`config.mk`:
```
export PLATFORM = sky130hd
export DESIGN_NAME = op_link_rst_ctrl
export DESIGN_NICKNAME = d
export VERILOG_FILES = /design/src/rtl/op_link_rst_pkg.sv /design/src/rtl/op_link_rst_ctrl_tmr_vote3.sv /design/src/rtl/op_link_rst_ctrl.sv
export SDC_FILE = /design/constraint.sdc
export NUM_CORES = 1
export LEC_CHECK = 0
export ABC_AREA = 1
export CAP_MARGIN = 20
export CORE_MARGIN = 5
export CORE_UTILIZATION = 42
export CTS_CLUSTER_SIZE = 30
export DETAILED_ROUTE_END_ITERATION = 12
export PLACE_DENSITY = 0.68
export SLEW_MARGIN = 20
export SYNTH_ARGS = -nofsm -noshare
export SYNTH_HDL_FRONTEND = slang
export SYNTH_SLANG_ARGS = --single-unit
```
`constraint.sdc`:
```
create_clock -name CLK -period 3 [get_ports CLK]
set_input_delay 0.6 -clock CLK [delete_from_list [all_inputs] [get_ports CLK]]
set_output_delay 0.6 -clock CLK [all_outputs]
set_load 0.03 [all_outputs]
```
`src/rtl/op_link_rst_pkg.sv`:
```
// rtl/op_link_rst_pkg.sv - shared types, constants and majority helper for the optical-link reset sequencer
package op_link_rst_pkg;

    typedef enum logic [1:0] {
        ST_IDLE   = 2'b00,
        ST_TX_DIS = 2'b01,
        ST_HOLD   = 2'b10,
        ST_WAIT   = 2'b11
    } state_t;

    localparam int RST_CNT_W = 8;
    localparam int MAJ_W     = 64;

    // Callers zero-extend narrower vectors and truncate the result back.
    function automatic logic [MAJ_W-1:0] maj3(
        input logic [MAJ_W-1:0] a,
        input logic [MAJ_W-1:0] b,
        input logic [MAJ_W-1:0] c
    );
        return (a & b) | (a & c) | (b & c);
    endfunction

endpackage

```
`src/rtl/op_link_rst_ctrl_tmr_vote3.sv`:
```
// rtl/op_link_rst_ctrl_tmr_vote3.sv - parametrised 3-input bitwise majority voter (module tmr_vote3)
module tmr_vote3
    import op_link_rst_pkg::*;
#(
    parameter int W = 1
) (
    input  logic [W-1:0] a,
    input  logic [W-1:0] b,
    input  logic [W-1:0] c,
    output logic [W-1:0] y
);

    assign y = W'(maj3(MAJ_W'(a), MAJ_W'(b), MAJ_W'(c)));

endmodule

```
`src/rtl/op_link_rst_ctrl.sv`:
```
// rtl/op_link_rst_ctrl.sv - multi-channel TX-disable reset sequencer; OP_LINK_RST_TMR_EN builds a triplicated core
module op_link_rst_ctrl
    import op_link_rst_pkg::*;
#(
    parameter int NCH       = 2,
    parameter int CNT_W     = 12,
    parameter int PULSE_DUR = 4000,
    parameter int HOLDOFF   = 0
) (
    input  logic                 CLK,
    input  logic                 RST,
    input  logic                 STRTUP_OP_RST,
    input  logic [NCH-1:0]       OP_RST,
    output logic [NCH-1:0]       TDIS,
    output logic                 BUSY,
    output logic [RST_CNT_W-1:0] RST_CNT
);

    if (NCH < 1 || NCH > 8) begin : g_chk_nch
        $fatal(1, "op_link_rst_ctrl: NCH out of range 1..8");
    end
    if (PULSE_DUR < 1) begin : g_chk_pd_min
        $fatal(1, "op_link_rst_ctrl: PULSE_DUR must be at least 1");
    end
    if (PULSE_DUR >= (1 << CNT_W)) begin : g_chk_pd_max
        $fatal(1, "op_link_rst_ctrl: PULSE_DUR does not fit in CNT_W");
    end
    if (HOLDOFF < 0 || HOLDOFF >= (1 << CNT_W)) begin : g_chk_ho
        $fatal(1, "op_link_rst_ctrl: HOLDOFF does not fit in CNT_W");
    end

    localparam logic [CNT_W-1:0] PD_VAL   = CNT_W'(PULSE_DUR);
    localparam logic [CNT_W-1:0] HO_VAL   = CNT_W'(HOLDOFF);
    localparam logic [CNT_W-1:0] CNT_ONE  = CNT_W'(1);
    localparam bit               HAS_HOLD = (HOLDOFF != 0);

    state_t                 state_q, state_d;
    logic [CNT_W-1:0]       cnt_q, cnt_d;
    logic [NCH-1:0]         mask_q, mask_d;
    logic [RST_CNT_W-1:0]   rcnt_q, rcnt_d;
    logic                   req;
    logic [NCH-1:0]         chreq;

    assign req   = STRTUP_OP_RST | (|OP_RST);
    assign chreq = {NCH{STRTUP_OP_RST}} | OP_RST;

    // mask is only non-zero in Tx_Dis, so it doubles as the registered TDIS.
    always_comb begin
        state_d = state_q;
        cnt_d   = cnt_q;
        mask_d  = mask_q;
        rcnt_d  = rcnt_q;
        case (state_q)
            ST_IDLE: begin
                if (req) begin
                    state_d = ST_TX_DIS;
                    mask_d  = chreq;
                    cnt_d   = CNT_ONE;
                    if (rcnt_q != {RST_CNT_W{1'b1}}) rcnt_d = rcnt_q + RST_CNT_W'(1);
                end else begin
                    cnt_d = '0;
                end
            end
            ST_TX_DIS: begin
                mask_d = mask_q | chreq;
                if (cnt_q == PD_VAL) begin
                    state_d = HAS_HOLD ? ST_HOLD : ST_WAIT;
                    mask_d  = '0;
                    cnt_d   = CNT_ONE;
                end else begin
                    cnt_d = cnt_q + CNT_ONE;
                end
            end
            ST_HOLD: begin
                if (cnt_q == HO_VAL) state_d = ST_WAIT;
                else                 cnt_d   = cnt_q + CNT_ONE;
            end
            ST_WAIT: begin
                if (!req) begin
                    state_d = ST_IDLE;
                    cnt_d   = '0;
                end
            end
            default: begin
                state_d = ST_IDLE;
                cnt_d   = '0;
                mask_d  = '0;
            end
        endcase
    end

`ifdef OP_LINK_RST_TMR_EN
    (* preserve = 1, keep = 1 *) logic [1:0]           state_r [3];
    (* preserve = 1, keep = 1 *) logic [CNT_W-1:0]     cnt_r   [3];
    (* preserve = 1, keep = 1 *) logic [NCH-1:0]       mask_r  [3];
    (* preserve = 1, keep = 1 *) logic [RST_CNT_W-1:0] rcnt_r  [3];
    logic [1:0] state_v;

    always_ff @(posedge CLK or posedge RST) begin
        if (RST) begin
            for (int i = 0; i < 3; i++) begin
                state_r[i] <= ST_IDLE;
                cnt_r[i]   <= '0;
                mask_r[i]  <= '0;
                rcnt_r[i]  <= '0;
            end
        end else begin
            for (int i = 0; i < 3; i++) begin
                state_r[i] <= state_d;
                cnt_r[i]   <= cnt_d;
                mask_r[i]  <= mask_d;
                rcnt_r[i]  <= rcnt_d;
            end
        end
    end

    tmr_vote3 #(.W(2))         u_vote_state (.a(state_r[0]), .b(state_r[1]), .c(state_r[2]), .y(state_v));
    tmr_vote3 #(.W(CNT_W))     u_vote_cnt   (.a(cnt_r[0]),   .b(cnt_r[1]),   .c(cnt_r[2]),   .y(cnt_q));
    tmr_vote3 #(.W(NCH))       u_vote_mask  (.a(mask_r[0]),  .b(mask_r[1]),  .c(mask_r[2]),  .y(mask_q));
    tmr_vote3 #(.W(RST_CNT_W)) u_vote_rcnt  (.a(rcnt_r[0]),  .b(rcnt_r[1]),  .c(rcnt_r[2]),  .y(rcnt_q));

    assign state_q = state_t'(state_v);
`else
    always_ff @(posedge CLK or posedge RST) begin
        if (RST) begin
            state_q <= ST_IDLE;
            cnt_q   <= '0;
            mask_q  <= '0;
            rcnt_q  <= '0;
        end else begin
            state_q <= state_d;
            cnt_q   <= cnt_d;
            mask_q  <= mask_d;
            rcnt_q  <= rcnt_d;
        end
    end
`endif

    assign TDIS    = mask_q;
    assign BUSY    = (state_q != ST_IDLE);
    assign RST_CNT = rcnt_q;

endmodule
```
Word-level counts from Yosys, hierarchy flattened --
Index checks and enable logic that the tools add are counted.
Cells by class: add/sub/neg operators 2, equality and inequality tests 10, reduce and logical (&&, ||, !) cells 9, multiplexer cells 13, bitwise gates (word level) 3
Operator list (number):
- 12-bit one-hot mux with 4 select lines | 1
- 12-bit 2-to-1 mux | 3
- 12-bit by 1-bit adder with 12-bit output, second input constant | 1
- 12-bit == test, second input constant | 1
- 12-bit logical NOT | 1
- 2-bit 2-to-1 mux | 6
- 2-bit != test, second input constant | 5
- 8-bit by 1-bit adder with 8-bit output, second input constant | 1
- 8-bit != test, second input constant | 1
- 2-bit one-hot mux with 4 select lines | 1
- 2-bit == test, second input constant | 2
- 2-bit OR | 2
- 2-bit one-hot mux with 2 select lines | 1
- 2-bit AND reduction | 2
- 4-bit AND reduction | 1
- 2-bit nonzero test | 2
- 3-bit AND reduction | 1
- 2-bit by 1-bit == test with 1-bit output, second input constant | 1
- 2-bit logical NOT | 1
- 2-bit OR reduction | 1
- 1-bit 2-to-1 mux | 1
- 1-bit OR | 1
Word-level totals: input port bits 5, register bits 24, output and inout bits 11, word-level logic and storage cells 41

Longest topological paths before layout --
depth in word-level cells 4, depth in mapped cells 11, depth with buffers taken out 11

Worst setup path before layout --
No wires, ideal clock.
kind register to register, start register state_q[0], end register rcnt_q[5] (netlist: RST_CNT[5]), clock period less this slack 1.566 ns, arrival time 1.447 ns, setup time 0.119 ns, buffers on the path 0, setup slack 1.434 ns, cell stages (with the launch flop) 10, required time 2.881 ns, path through dfrtp_1 inv_1 ha_1 inv_1 nor2_1 o21ai_2 nor2_1 nand3_1 nand2_1 nand2_1
Between the ends: cells in the longest elaborated chain, start to end 2
Ends and longest elaborated chain:
- start: declaration | line op_link_rst_ctrl.sv:37 | state_t state_q, state_d;
- start signal: assignment | line op_link_rst_ctrl.sv:131 | state_q <= state_d;
- 2-bit logical NOT | line op_link_rst_ctrl.sv:53 | case (state_q)
- 3-bit AND reduction (no source line)
- end signal: assignment | line op_link_rst_ctrl.sv:134 | rcnt_q <= rcnt_d;
- end: declaration | line op_link_rst_ctrl.sv:40 | logic [RST_CNT_W-1:0] rcnt_q, rcnt_d;
Every way passes these cells. A chain may end at the register's enable or synchronous reset.

Final worst setup path --
start register state_q[0], end output port BUSY
Between the ends: cells in the longest elaborated chain, start to end 1
Ends and longest elaborated chain:
- 2-bit nonzero test | line op_link_rst_ctrl.sv:140 | assign BUSY = (state_q != ST_IDLE);
- end: declaration | line op_link_rst_ctrl.sv:15 | output logic BUSY,
Every way passes these cells.

==> flow_metrics.tcl <==
set metrics [dict create \
    status "finished, final reports clean" \
    numCtsBuffers 3 \
    p_int_uw 508 \
    postRouteAntennaNets 0 \
    clock_skew_ps 3.79 \
    crit_path_max_incr_delay_ps 680 \
    fp.dieW_um 73.1 \
    gp_congestion 0.898 \
    viasPerCell 5.03 \
    hpwlAfterDp_mm 2.83 \
    slowest_stage "clkdlybuf4s50_1" \
    max_cap_viol_count 0 \
    cpMostUsedCell "inv_1" \
    min_period_ps 2380 \
    tightest_slew_ps 333 \
    grt_max_degree 25 \
    io_buffers 15 \
    finalMaxSlewViolations 0 \
    drc 0 \
    power.switching_uw 120 \
    final_nets 267 \
    yosysWarnings 0 \
    grt_use_total 0.157 \
    pin_count 16 \
    timing.fmax_mhz 420 \
    die_h_um 73.1 \
    fin_area_mm2 0.00195 \
    syn-mean-instance-area_um2 7.15 \
    synth-main-ff-cell "dfrtp_1" \
    hold_viol_final 0 \
    synth_edf_count 0 \
    firstDrtPassIters 4 \
    irDropWorstVdd_uv 198 \
    fin_crit_sh 0.794 \
    vias 1518 \
    p_sw_frac 0.191 \
    worstPathMaxFanout 5 \
    async_flop_share 1.00 \
    pwr-share-seq 0.515 \
    grt_pass1_vias 1415 \
    wire_per_inst_um 12.2 \
    rows 23 \
    finish.utilization 0.494 \
    hold_buffers 0 \
    clock-sinks 24 \
    antenna_found_initial 0 \
    pre_cts_ws_ps 905 \
    wirelength_mm 3.68 \
    comb_power_share 0.025 \
    tns_ps 0 \
    die-area_mm2 0.00535 \
    rrSetupSlack_ps 1260 \
    grt_pass1_wl_mm 6.63 \
    setup_viol 0 \
    clk_pin_slew_ps 90 \
    synthCells 234 \
    start_kind "flop" \
    core_area_mm2 0.00394 \
    drive_gt1_frac 0.0794 \
    cts_setup_buffers 0 \
    ctsResizeCount 0 \
    cp_data_arrival_time_ps 1780 \
    grt_overflow 0 \
    drt_iter0_drc 73 \
    diodes 0 \
    path_class "flop to output pin" \
    synthesis.nets 248 \
    p_clk_frac 0.461 \
    ys_types 26 \
    cts_tree "built" \
    syn_area_mm2 0.00167 \
    setup_ws_ps 617 \
    clock_latency_ps 270 \
    rsz0062_at_grt "false" \
    hp-class "flop to flop" \
    cts_root_buf "clkbuf_8" \
    power.density_mw_per_mm2 322 \
    syn2layout_area_growth_pct 16.5 \
    ys_seq_area_frac 0.359 \
    synth-seq-cells 24 \
    clockBufferDepth 2 \
    crit_required_ps 2400 \
    path_cells "inv_1, ha_1, inv_1, clkdlybuf4s50_1" \
    placed_area_mm2 0.00188 \
    start_util 0.424 \
    p_leak_uw 0.000969 \
    htree_levels 1 \
    end_kind "output pin" \
    slew_headroom 0.777 \
]
-- cells in the mapped netlist (2+ instances only) --
library cell / n / area [um^2]
xor2_1: 6 / 52.6
o21ai_2: 3 / 26.3
xnor2_1: 2 / 17.5
inv_1: 24 / 90.1
nand4_1: 10 / 62.6
nand2_1: 75 / 282
a21oi_1: 7 / 35.0
nand3_1: 26 / 130
o21ai_1: 2 / 10.0
dfrtp_1: 24 / 601
inv_2: 6 / 22.5
nor2_1: 24 / 90.1
nand3_4: 2 / 35.0
o21ai_0: 3 / 15.0
ha_1: 9 / 113
-- worst max-delay path: cells and delay by family (launching register included) --
kind / cells / cell delay, ps
flip-flops: 1 / 430
adder cells (fa/ha/maj): 1 / 210
buffers and inverters: 3 / 870
-- cell type report --
type                            instances  area (um^2)
Multi-Input combinational cell        176          933
Clock buffer                            3         41.3
Clock inverter                          1         30.0
Timing Repair Buffer                   16          158
Tap cell                               50         62.6
Inverter                               32          123
Sequential cell                        24          601
Fill cell                             388         1990
-- routing by layer --
metal	track usage	share of wire	vias up
met5	0	0	-
met4	0.0512	0.0081	0
met3	0.0317	0.050	2
met2	0.253	0.47	36
met1	0.210	0.48	696
li1	-	-	784
-- power groups by stage --
stage	Combinational (uW)	Sequential, uW	Clock [uW]
floorplan	6.80	330	0
global placement	16.0	330	0
detailed placement	16.1	330	0
CTS	16.1	323	298
global route	18.3	323	310
finish	15.4	323	289
-- final timing paths --
path                       startpoint        to  cells after the start
min reg2reg                   TDIS[0]   TDIS[0]                      2
min in group asynchronous         RST  cnt_q[9]                      3
max reg2reg                  cnt_q[0]  cnt_q[7]                     11
max                        state_q[0]      BUSY                      4
min                           TDIS[0]   TDIS[0]                      2
max in group asynchronous         RST  cnt_q[5]                      3
-- sequential cells by signal, summed over array words and instances, names as in the netlist --
register / flops
TDIS: 2
RST_CNT: 8
cnt_q: 12
state_q: 2
-- through the flow --
step	hold slack, ps	cells	power, uW
2_1_floorplan	492	234	336
6_report	484	302	628
3_3_place_gp	462	298	346
3_5_place_dp	473	298	346
5_1_grt	535	302	652
4_1_cts	494	302	637
-- cells by family (layout without fill, tap and decap cells) --
logic type / after synthesis / count (layout) / share of synthesized area
DFF: 24 / 24 / 0.359
buffers and inverters: 34 / 52 / 0.0830
and+or+nand+nor: 142 / 142 / 0.389
xor gates and xnor gates: 8 / 8 / 0.0419
adders and majority gates: 9 / 9 / 0.0673
AOI/OAI and AO/OA: 17 / 17 / 0.0598
-- cells in the final DEF (no fill, tap or decap), types with 2 or more instances in the layout --
cell,synthesis,layout
a21oi_1,7,7
clkbuf_8,0,3
clkdlybuf4s50_1,0,15
dfrtp_1,24,24
ha_1,9,9
inv_1,24,24
inv_2,6,6
nand2_1,75,75
nand3_1,26,26
nand3_4,2,2
nand4_1,10,10
nor2_1,24,24
o21ai_0,3,3
o21ai_1,2,2
o21ai_2,3,3
xnor2_1,2,2
xor2_1,6,6
No activity file was read; power rests on OpenSTA's default activity.
